File: config.mk
export PLATFORM = sky130hd
export DESIGN_NAME = flag_unit
export DESIGN_NICKNAME = d
export VERILOG_FILES = /design/src/rtl/flag_unit.sv
export SDC_FILE = /design/constraint.sdc
export NUM_CORES = 1
export LEC_CHECK = 0
export ABC_CLOCK_PERIOD_IN_PS = 5000
export BUFFER_PORTS_ARGS = -buffer_cell sky130_fd_sc_hd__buf_4
export CAP_MARGIN = 30
export CELL_PAD_IN_SITES_DETAIL_PLACEMENT = 1
export CELL_PAD_IN_SITES_GLOBAL_PLACEMENT = 2
export CORE_UTILIZATION = 35
export DETAILED_ROUTE_END_ITERATION = 8
export PLACE_DENSITY_LB_ADDON = 0.1
export SLEW_MARGIN = 40
export SYNTH_ARGS = -nofsm -noshare
export SYNTH_HDL_FRONTEND = slang
export SYNTH_SLANG_ARGS = --single-unit
File: constraint.sdc
create_clock -name clk_i -period 5 [get_ports clk_i]
set_clock_uncertainty 0.2 [all_clocks]
set_input_delay 0.25 -clock clk_i [delete_from_list [all_inputs] [get_ports clk_i]]
set_output_delay 0.25 -clock clk_i [all_outputs]
set_load 0.005 [all_outputs]
File: src/rtl/flag_unit.sv
// Status-flag stage behind the ALU: architectural {N,V,C,Z} register, branch-condition
// evaluation on the registered flags, and a small LIFO for saving/restoring flags.
module flag_unit #(
   parameter int WIDTH       = 15,
   parameter int STACK_DEPTH = 4
) (
   input  logic             clk_i,
   input  logic             reset_i,
   input  logic [WIDTH:0]   alu_y_i,
   input  logic             alu_carry_i,
   input  logic             alu_overflow_i,
   input  logic             alu_zero_i,
   input  logic             we_flags_i,
   input  logic [2:0]       cond_i,
   input  logic             push_i,
   input  logic             pop_i,
   output logic [3:0]       flags_o,
   output logic             cond_true_o,
   output logic             stack_full_o,
   output logic             stack_empty_o,
   output logic             stack_err_o
);

   localparam int PW = $clog2(STACK_DEPTH + 1);
   localparam int IW = (STACK_DEPTH > 1) ? $clog2(STACK_DEPTH) : 1;
   localparam logic [PW-1:0] SP_MAX = PW'(STACK_DEPTH);

   localparam int FLAG_Z = 0;
   localparam int FLAG_C = 1;
   localparam int FLAG_V = 2;
   localparam int FLAG_N = 3;

   typedef enum logic [2:0] {
      COND_AL = 3'b000,
      COND_EQ = 3'b001,
      COND_NE = 3'b010,
      COND_CS = 3'b011,
      COND_CC = 3'b100,
      COND_VS = 3'b101,
      COND_MI = 3'b110,
      COND_LT = 3'b111
   } cond_e;

   logic [3:0]    flags_q, flags_d;
   logic [PW-1:0] sp_q, sp_d;
   logic          full_q, full_d;
   logic          empty_q, empty_d;
   logic          err_q, err_d;
   logic [3:0]    mem_q [0:STACK_DEPTH-1];

   logic          mem_we_s;
   logic          pop_ok_s;
   logic [PW-1:0] sp_dec_s;
   logic [IW-1:0] wr_idx_s;
   logic [IW-1:0] rd_idx_s;
   logic [3:0]    alu_flags_s;

   assign sp_dec_s    = sp_q - PW'(1);
   assign wr_idx_s    = sp_q[IW-1:0];
   assign rd_idx_s    = sp_dec_s[IW-1:0];
   assign alu_flags_s = {alu_y_i[WIDTH], alu_overflow_i, alu_carry_i, alu_zero_i};

   // Stack-op legality, pointer update and flags-register next state (pop beats we_flags).
   always_comb begin
      sp_d     = sp_q;
      err_d    = err_q;
      mem_we_s = 1'b0;
      pop_ok_s = 1'b0;
      if (push_i && pop_i) begin
         err_d = 1'b1;
      end else if (push_i) begin
         if (full_q) begin
            err_d = 1'b1;
         end else begin
            mem_we_s = 1'b1;
            sp_d     = sp_q + PW'(1);
         end
      end else if (pop_i) begin
         if (empty_q) begin
            err_d = 1'b1;
         end else begin
            pop_ok_s = 1'b1;
            sp_d     = sp_dec_s;
         end
      end else begin
         sp_d = sp_q;
      end

      if (pop_ok_s) begin
         flags_d = mem_q[rd_idx_s];
      end else if (we_flags_i) begin
         flags_d = alu_flags_s;
      end else begin
         flags_d = flags_q;
      end

      full_d  = (sp_d == SP_MAX);
      empty_d = (sp_d == PW'(0));
   end

   // Architectural state; reset wins over every other input on the same edge.
   always_ff @(posedge clk_i) begin
      if (reset_i) begin
         flags_q <= 4'b0000;
         sp_q    <= PW'(0);
         full_q  <= 1'b0;
         empty_q <= 1'b1;
         err_q   <= 1'b0;
      end else begin
         flags_q <= flags_d;
         sp_q    <= sp_d;
         full_q  <= full_d;
         empty_q <= empty_d;
         err_q   <= err_d;
      end
   end

   // Stack storage holds the flags value from before the pushing edge; never cleared.
   always_ff @(posedge clk_i) begin
      if (!reset_i && mem_we_s) begin
         mem_q[wr_idx_s] <= flags_q;
      end
   end

   // Branch condition evaluated against the registered flags only.
   always_comb begin
      case (cond_e'(cond_i))
         COND_AL: cond_true_o = 1'b1;
         COND_EQ: cond_true_o = flags_q[FLAG_Z];
         COND_NE: cond_true_o = ~flags_q[FLAG_Z];
         COND_CS: cond_true_o = flags_q[FLAG_C];
         COND_CC: cond_true_o = ~flags_q[FLAG_C];
         COND_VS: cond_true_o = flags_q[FLAG_V];
         COND_MI: cond_true_o = flags_q[FLAG_N];
         COND_LT: cond_true_o = flags_q[FLAG_N] ^ flags_q[FLAG_V];
         default: cond_true_o = 1'b0;
      endcase
   end

   assign flags_o       = flags_q;
   assign stack_full_o  = full_q;
   assign stack_empty_o = empty_q;
   assign stack_err_o   = err_q;

endmodule

=== Yosys cells after proc, flatten, opt, wreduce, memory -nomap -nowiden ===
Memories as Yosys holds them, arrays and structs flattened.
Index checks and enable logic that the tools add are counted.

* Flip-flop bits (word level): 10
* Bits in latches: 0
* Memory bits (writable): 16
* Memory bits (read-only): 0
* Memories: 1

* Add/subtract/negate cells: 2
* Multiply operators: 0
* Divide/modulo/power cells: 0
* Order comparisons: 0
* Equality and inequality tests: 9
* Shift-type cells: 0
* Multiplexer cells: 22
* Bitwise logic cells: 3
* Reductions and logical operators: 9

{| class="wikitable"
|+ Memories
! memory !! depth !! bits a word !! rd ports !! clocked after memory_dff !! wr ports !! RTL line !! RTL
|-
| mem_q || 4 || 4 || 1 || 0 || 1 || 49 || <nowiki>logic [3:0] mem_q [0:STACK_DEPTH-1];</nowiki>
|}

{| class="wikitable"
|+ Operator list
! cell !! number
|-
| == test 3 bit (second input constant) || 5
|-
| two-way mux 3 bit || 5
|-
| two-way mux 1 bit || 14
|-
| two-way mux 4 bit || 2
|-
| case mux 1 bit (8 select lines) || 1
|-
| == test 3 x 2 -> 1 bit (second input constant) || 2
|-
| logical NOT 3 bit || 2
|-
| nonzero test 3 bit || 2
|-
| adder 3 x 1 -> 3 bit (second input constant) || 1
|-
| == test 3 x 1 -> 1 bit (second input constant) || 1
|-
| != test 3 x 1 -> 1 bit (second input constant) || 1
|-
| AND reduction 3 bit || 1
|-
| subtractor 3 x 1 -> 3 bit (second input constant) || 1
|-
| logical AND 1 bit || 2
|-
| NOT 1 bit || 2
|-
| nonzero test 2 bit || 1
|-
| logical NOT 1 bit || 1
|-
| XOR 1 bit || 1
|}

=== Depth between registers and ports, before layout ===
Gate-level depths: netlist (run 1).

* Depth in word-level cells: 6
* Depth in mapped cells: 6
* Mapped depth without buffers: 5

=== Worst setup path after synthesis (run 1) ===
No wires, ideal clock.

* Kind: register to register
* From: register sp_q[0]
* To: register flags_q[3], in the netlist flags_o[3]
* Library setup time: 131 ps
* Arrival: 1417 ps
* Setup slack: 3252 ps
* Stages on the path, launching flop included: 7
* Path buffers: 1
* Period minus slack after synthesis: 1748 ps
* Cell sequence: dfxtp_1 > buf_2 > inv_1 > ha_1 > mux4_2 > nor2_1 > a211oi_1

* Longest elaborated chain between the ends: 3

{| class="wikitable"
|+ RTL lines
! what !! RTL line !! RTL
|-
| start: declaration || 45 || <nowiki>logic [PW-1:0] sp_q, sp_d;</nowiki>
|-
| start signal: assignment || 111 || <nowiki>sp_q <= sp_d;</nowiki>
|-
| subtractor 3 x 1 -> 3 bit || 58 || <nowiki>assign sp_dec_s = sp_q - PW'(1);</nowiki>
|-
| memory read (4 x 4 bit) || -- ||
|-
| two-way mux 4 bit || 89 || <nowiki>if (pop_ok_s) begin</nowiki>
|-
| end signal: assignment || 110 || <nowiki>flags_q <= flags_d;</nowiki>
|-
| end: declaration || 44 || <nowiki>logic [3:0] flags_q, flags_d;</nowiki>
|}

Every way passes these cells.
A chain may end at the register's enable or synchronous reset.

=== Worst setup path after layout (run 1) ===
Ends and elaborated chain as after synthesis.

==> summary.md, run 1 <==
| Metric | Value |
|---|---|
| Synth cell types | 27 |
| CP cell instances | inv_1 -> ha_1 -> mux4_2 -> nor2_1 -> a211oi_1 |
| Asr flop ratio synth | 0 |
| DRC Markers | 0 |
| Setup CP Type | reg2reg |
| DP Wirelength | 1720 um |
| Ant diodes | 0 |
| Worst Path Max Fanout | 8 |
| WP buf/inv | 1 |
| Max cap viols | 0 |
| Hold_buf cts | 1 |
| Ports | 35 |
| Total track usage | 0.156 |
| Top post-synthesis cells by area | edfxtp_1 (40%), dfxtp_1 (17%), mux4_2 (7.6%) |
| GPL Wtd Cong | 0.764 |
| # clock sinks | 26 |
| H-tree depth | 1 |
| Initial drt markers | 19 |
| CTS tree | yes |
| Crit share post-route | 0.413 |
| P&R area growth vs syn | 20.9% |
| Setup TNS | 0 ns |
| Syn Std Cell Area | 1190 um2 |
| Die Y | 60.2 um |
| Achievable frequency | 0.484 GHz |
| Detail Route Antenna Nets | 0 |
| Hold Vio Cnt, Final | 0 |
| Area taken by multi-input logic gates | 483 um2 |
| Run status | finished, final reports clean |
| Final setup violation count | 0 |
| Root buf cell | clkbuf_4 |
| Cell taking the most area after synthesis | edfxtp_1 |
| PostCTS Resize Cnt | 0 |
| Largest net degree at the start of global routing | 16 |
| DIE WIDTH | 60.2 um |
| Critical path's largest stage delay | 0.63 ns |
| Core ar. | 3130 um2 |
| Wire length per cell | 14.9 um |
| IR Drop Worst-Case VDD | 0.125 mV |
| DR vias | 775 |
| Worst setup SP type | flop |
| Worst slew pin tran | 0.449 ns |
| Initial antenna violation count | 0 |
| Synth top area share | 0.405 |
| CP delay by family, top | flip-flops |
| Synth Register Bits | 26 |
| Post-Synthesis Cells | 91 |
| Commonest cells after routing, fill and taps aside | buf_4 (19), edfxtp_1 (16), nor2_1 (10), dfxtp_1 (10), nand2_1 (6) |
| Skew-Pair Late Insertion Delay | 0.32 ns |
| Port bufs | 19 |
| Hold/Removal Path Class | in2reg |
| Main flop type after synthesis | edfxtp_1 |
| P_leak | 0.541 nW |
| Seq/Total Area, Yosys | 0.573 |
| Nets | 144 |
| Placed cells | 151 |
| CP Data Required Time | 5.01 ns |
| Starting Density | 0.380 |
| Row count | 20 |
| Period minus WS final | 2.06 ns |
| Ratio of cells with drive above 1 in the final layout | 0.321 |
| Most common cell after layout, fill and taps aside | buf_4 |
| RSZ-0062 raised after global routing | false |
| FF/Latch Area | 681 um2 |
| Fill count | 345 |
| Clk pin slew, worst setup/hold paths | 0.14 ns |
| Inserted Clock Buffers | 3 |
| First-pass GRT wire length | 3950 um |
| Vias in the first global route | 802 |
| Tot Pwr | 0.484 mW |
| Slew headroom | 0.700 |
| EDFF count, synth | 16 |
| Slowest-stage cell, CP | dfxtp_1 |
| Cell Count, Final, Fillers Out | 156 |
| Clk buf depth | 2 |
| Congestion Overflow GR | 0 |
| Post-Syn Nets | 122 |
| WL final | 2330 um |
| Power per Cell Area | 337 nW/um2 |
| Synth warn | 0 |
| Post-CTS Setup Inserts | 0 |
| Critical Path AT | 2.07 ns |
| Area of the die | 3630 um2 |
| Critical path endpoint category | flop |
| DR pass1 iterations | 4 |
| Max-slew violations | 0 |
| Vias per Instance | 4.97 |
| Avg Inst Size Synth | 13.0 um2 |
layer usage:
metal  global-route usage  share of wire  wire length (um)  vias up
li1                     -              -                 -      380
met1                0.221           0.50              1170      384
met2                0.234           0.48              1110        9
met3               0.0260          0.015                35        2
met4               0.0698         0.0073                17        0
met5                    0              0                 0        -
flip-flops by register name (all words and copies together), names as in the netlist:
name	cells
sp_q	3
stack_empty_o	1
stack_full_o	1
flags_o	4
mem_q	16
stack_err_o	1
worst paths after layout:
kind,startpoint,endpoint,slack [ns],cells past startpoint
max,sp_q[0],flags_o[3],2.94,5
max reg2reg,sp_q[0],flags_o[3],2.94,5
min reg2reg,stack_err_o,stack_err_o,0.31,2
min,alu_y_i[15],flags_o[3],0.08,3
logic make-up after synthesis:
group,count (synthesis),synth area share
buf+inv,6,0.0200
mux,8,0.110
xor+xnor,4,0.0295
compound gates,16,0.0991
flops,26,0.573
simple gates,27,0.126
fa+ha+maj,4,0.0422
layout make-up:
class / instances / share of cell area
Inverter: 3 / 0.00785
Clock buffer: 3 / 0.0157
Timing Repair Buffer: 20 / 0.106
Multi-Input combinational cell: 59 / 0.337
Clock inverter: 1 / 0.0209
Tap cell: 44 / 0.0384
Sequential cell: 26 / 0.474
synthesized netlist by cell type (2+ instances only):
library cell / count
o21ai_0: 4
edfxtp_1: 16
and3_2: 4
mux2i_1: 4
a21oi_1: 4
xnor2_1: 2
ha_1: 4
dfxtp_1: 10
nand2_1: 6
inv_1: 3
xor2_1: 2
nor2_1: 10
a211oi_1: 4
mux4_2: 4
and2_1: 2
stage by stage:
| stage | area (um2) | utilization | setup slack, ns | hold WS [ns] |
|---|---|---|---|---|
| 3_3_place_gp | 1370 | 0.439 | 2.97 | 0.252 |
| 5_1_grt | 1440 | 0.459 | 2.76 | 0.0629 |
| 3_5_place_dp | 1370 | 0.439 | 2.93 | 0.280 |
| 6_report | 1440 | 0.459 | 2.94 | 0.0761 |
| 4_1_cts | 1440 | 0.459 | 2.90 | 0.0641 |
| 2_1_floorplan | 1190 | - | 3.25 | 0.263 |
where the power goes:
group          total (mW)  switching [mW]  internal (mW)
combinational      0.0836          0.0386         0.0450
sequential          0.257          0.0162          0.241
clock               0.143          0.0620         0.0810
total               0.484           0.117          0.367
worst reg2reg max path, cell delays in order (launching register included):
cell	delay [ns]
dfxtp_1	0.63
inv_1	0.14
ha_1	0.47
mux4_2	0.35
nor2_1	0.11
a211oi_1	0.06
No activity file was read; power rests on OpenSTA's default activity.
==> run 2: changes to the inputs <==
ABC_AREA = 1   (was unset)
ABC_CLOCK_PERIOD_IN_PS = 2100   (was 5000)
CORE_UTILIZATION = 29   (was 35)
clock period = 2.1 ns   (was 5 ns; I/O delays follow)
==> summary.md, run 2 <==
| Metric | Value |
|---|---|
| Final WS setup | 0.247 ns (-2.69 ns) |
| Skew-Pair Late Insertion Delay | 0.27 ns (-0.05 ns) |
| First-pass GRT wire length | 4910 um (+24%) |
| Critical path endpoint category | flop |
| Fin util | 0.383 (-0.0758) |
| H-tree depth | 1 (unchanged) |
| Most common cell after layout, fill and taps aside | nand2_1 |
| IR Drop Worst-Case VDD | 0.295 mV (+140%) |
| Synth warn | 0 (unchanged) |
| Clk pin slew, worst setup/hold paths | 0.09 ns (-0.05 ns) |
| Hold Vio Cnt, Final | 0 (unchanged) |
| Largest family of logic cells by synthesized area | simple AND/OR/NAND/NOR gates |
| FF/Latch Area | 681 um2 (unchanged) |
| Initial antenna violation count | 0 (unchanged) |
| Congestion Overflow GR | 0 (unchanged) |
| DR pass1 iterations | 4 (unchanged) |
| Syn Std Cell Area | 1260 um2 (+5.8%) |
| Inserted Clock Buffers | 3 (unchanged) |
| Seq/Total Area, Yosys | 0.542 (-0.0314) |
| Top post-synthesis cells by area | edfxtp_1 (38%), dfxtp_1 (16%), nand2_1 (9.9%) |
| Setup CP Type | reg2reg |
| Starting Density | 0.307 (-0.0722) |
| P&R area growth vs syn | 24.6% |
| Cell Count, Final, Fillers Out | 218 (+40%) |
| Worst slew pin tran | 0.418 ns (-0.0310 ns) |
| CTS tree | yes |
| Total track usage | 0.151 (-0.00528) |
| Hold/Removal Path Class | in2reg |
| Synth Area in Adders | 0.0398 (-0.00231) |
| Clk buf depth | 2 (unchanged) |
| # clock sinks | 26 (unchanged) |
| Flop-to-flop setup slack | 0.25 ns (-2.69 ns) |
| Max-slew violations | 0 (unchanged) |
| GPL Wtd Cong | 0.752 (-1.5%) |
| Synth cell count leaders | nand2_1 (33), nand3_1 (19), edfxtp_1 (16), inv_1 (16), nor2_1 (11) |
| PostCTS Resize Cnt | 0 (unchanged) |
| Period minus WS final | 1.85 ns (-0.212 ns) |
| Max cap viols | 0 (unchanged) |
| Crit share post-route | 0.882 (+0.469) |
| EDFF count, synth | 16 (unchanged) |
| Wire length per cell | 13.8 um (-7.4%) |
| Port bufs | 19 (unchanged) |
| Placed cells | 210 (+39%) |
| Power per Cell Area | 783 nW/um2 (+130%) |
| Critical Path AT | 1.82 ns (-0.25 ns) |
| Slew headroom | 0.720 (+0.0200) |
| Asr flop ratio synth | 0 (unchanged) |
| Synth cell types | 20 (-26%) |
| Area taken by multi-input logic gates | 482 um2 (-0.26%) |
| Synth top area share | 0.382 (-0.0222) |
| Synth Register Bits | 26 (unchanged) |
| Worst setup SP type | flop |
| Cell taking the most area after synthesis | edfxtp_1 |
| Post-Synthesis Cells | 141 (+55%) |
| Fill count | 494 (+43%) |
| Final setup violation count | 0 (unchanged) |
| CP Data Required Time | 2.07 ns (-2.94 ns) |
| Commonest cells after routing, fill and taps aside | nand2_1 (33), buf_4 (21), nand3_1 (19) |
| P_leak | 0.683 nW (+26%) |
| Synth Area in XOR/XNOR | 0 (-0.0295) |
| Synth Area in Compound Gates | 0.0727 (-0.0263) |
| Ports | 35 (unchanged) |
| Worst Path Max Fanout | 6 (-2) |
| Vias per Instance | 4.76 (-4.2%) |
| Post-Syn Nets | 172 (+41%) |
| RSZ-0062 raised after global routing | false |
| Post-synthesis mux area share | 0 (-0.110) |
| Largest register FFs | 16 (unchanged) |
| Setup TNS | 0 ns (unchanged) |
| Achievable frequency | 0.540 GHz (+11%) |
| Die Y | 67.8 um (+13%) |
| DRC Markers | 0 (unchanged) |
| DR vias | 1,037 (+34%) |
| Simple-Gate Fraction of Synth Area | 0.271 (+0.144) |
| Tot Pwr | 1.22 mW (+150%) |
| Largest net degree at the start of global routing | 16 (unchanged) |
| WL final | 3020 um (+29%) |
| Vias in the first global route | 998 (+24%) |
| Run status | finished, final reports clean |
| Dominant cell by count in the synthesized netlist | nand2_1 |
| Main flop type after synthesis | edfxtp_1 |
| Initial drt markers | 38 (+19) |
| Avg Inst Size Synth | 8.91 um2 (-32%) |
| Row count | 23 (+15%) |
| Area of the die | 4600 um2 (+27%) |
| Ratio of cells with drive above 1 in the final layout | 0.196 (-0.125) |
| Ant diodes | 0 (unchanged) |
| DIE WIDTH | 67.8 um (+13%) |
| Root buf cell | clkbuf_8 |
| Core ar. | 4090 um2 (+31%) |
| DP Wirelength | 2340 um (+36%) |
| Nets | 200 (+39%) |
| Largest Register | mem_q |
| Detail Route Antenna Nets | 0 (unchanged) |
| Pre-CTS WS | 0.225 ns (-2.71 ns) |
-- run 2: per-layer routing --
| layer | global-route usage | up-vias | share of wire |
|---|---|---|---|
| li1 | - | 522 | - |
| met1 | 0.215 | 496 | 0.49 |
| met2 | 0.241 | 17 | 0.47 |
| met3 | 0.0150 | 2 | 0.035 |
| met4 | 0.0469 | 0 | 0.0066 |
| met5 | 0 | - | 0 |
-- run 2: path summary, 6_finish.rpt --
| check | start | end | cells past startpoint |
|---|---|---|---|
| max | sp_q[1] | stack_empty_o | 8 |
| min | alu_overflow_i | flags_o[2] | 4 |
| max reg2reg | sp_q[1] | stack_empty_o | 8 |
| min reg2reg | stack_err_o | stack_err_o | 2 |
-- run 2: logic make-up after synthesis --
| logic type | Yosys count |
|---|---|
| simple gates | 74 |
| flops | 26 |
| buf+inv | 21 |
| compound gates | 16 |
| fa+ha+maj | 4 |
-- run 2: power breakdown --
part,switching [mW],internal [mW]
Clock,0.158,0.255
Combinational,0.122,0.0918
Sequential,0.0273,0.571
Total,0.307,0.918
-- run 2: metrics by stage --
step                      instance area (um2)  hold WS (ns)
after floorplan                          1260       -0.0226
final                                    1570        0.0255
after global routing                     1570        0.0456
after global placement                   1450        0.0930
after detailed placement                 1450        0.0980
after CTS                                1570        0.0273
-- run 2: layout make-up --
type,instances,share of cell area
Multi-Input combinational cell,94,0.308
Tap cell,50,0.0400
Timing Repair Buffer,25,0.126
Inverter,19,0.0456
Clock inverter,1,0.0192
Clock buffer,3,0.0264
Sequential cell,26,0.435
-- run 2: repair_timing --
| item | CTS | global route |
|---|---|---|
| hold endpoints to repair | 7 | 0 |
| buffers inserted | 0 | 0 |
| hold buffers | 4 | 0 |
-- run 2: critical path: stages (launching register included) --
cell and delay (ns):
dfxtp_1 0.41, inv_1 0.09, ha_1 0.36, inv_1 0.22, nor2_1 0.08, nor2_1 0.19, nor2_4 0.06, nand3_1 0.08
nand2_1 0.04
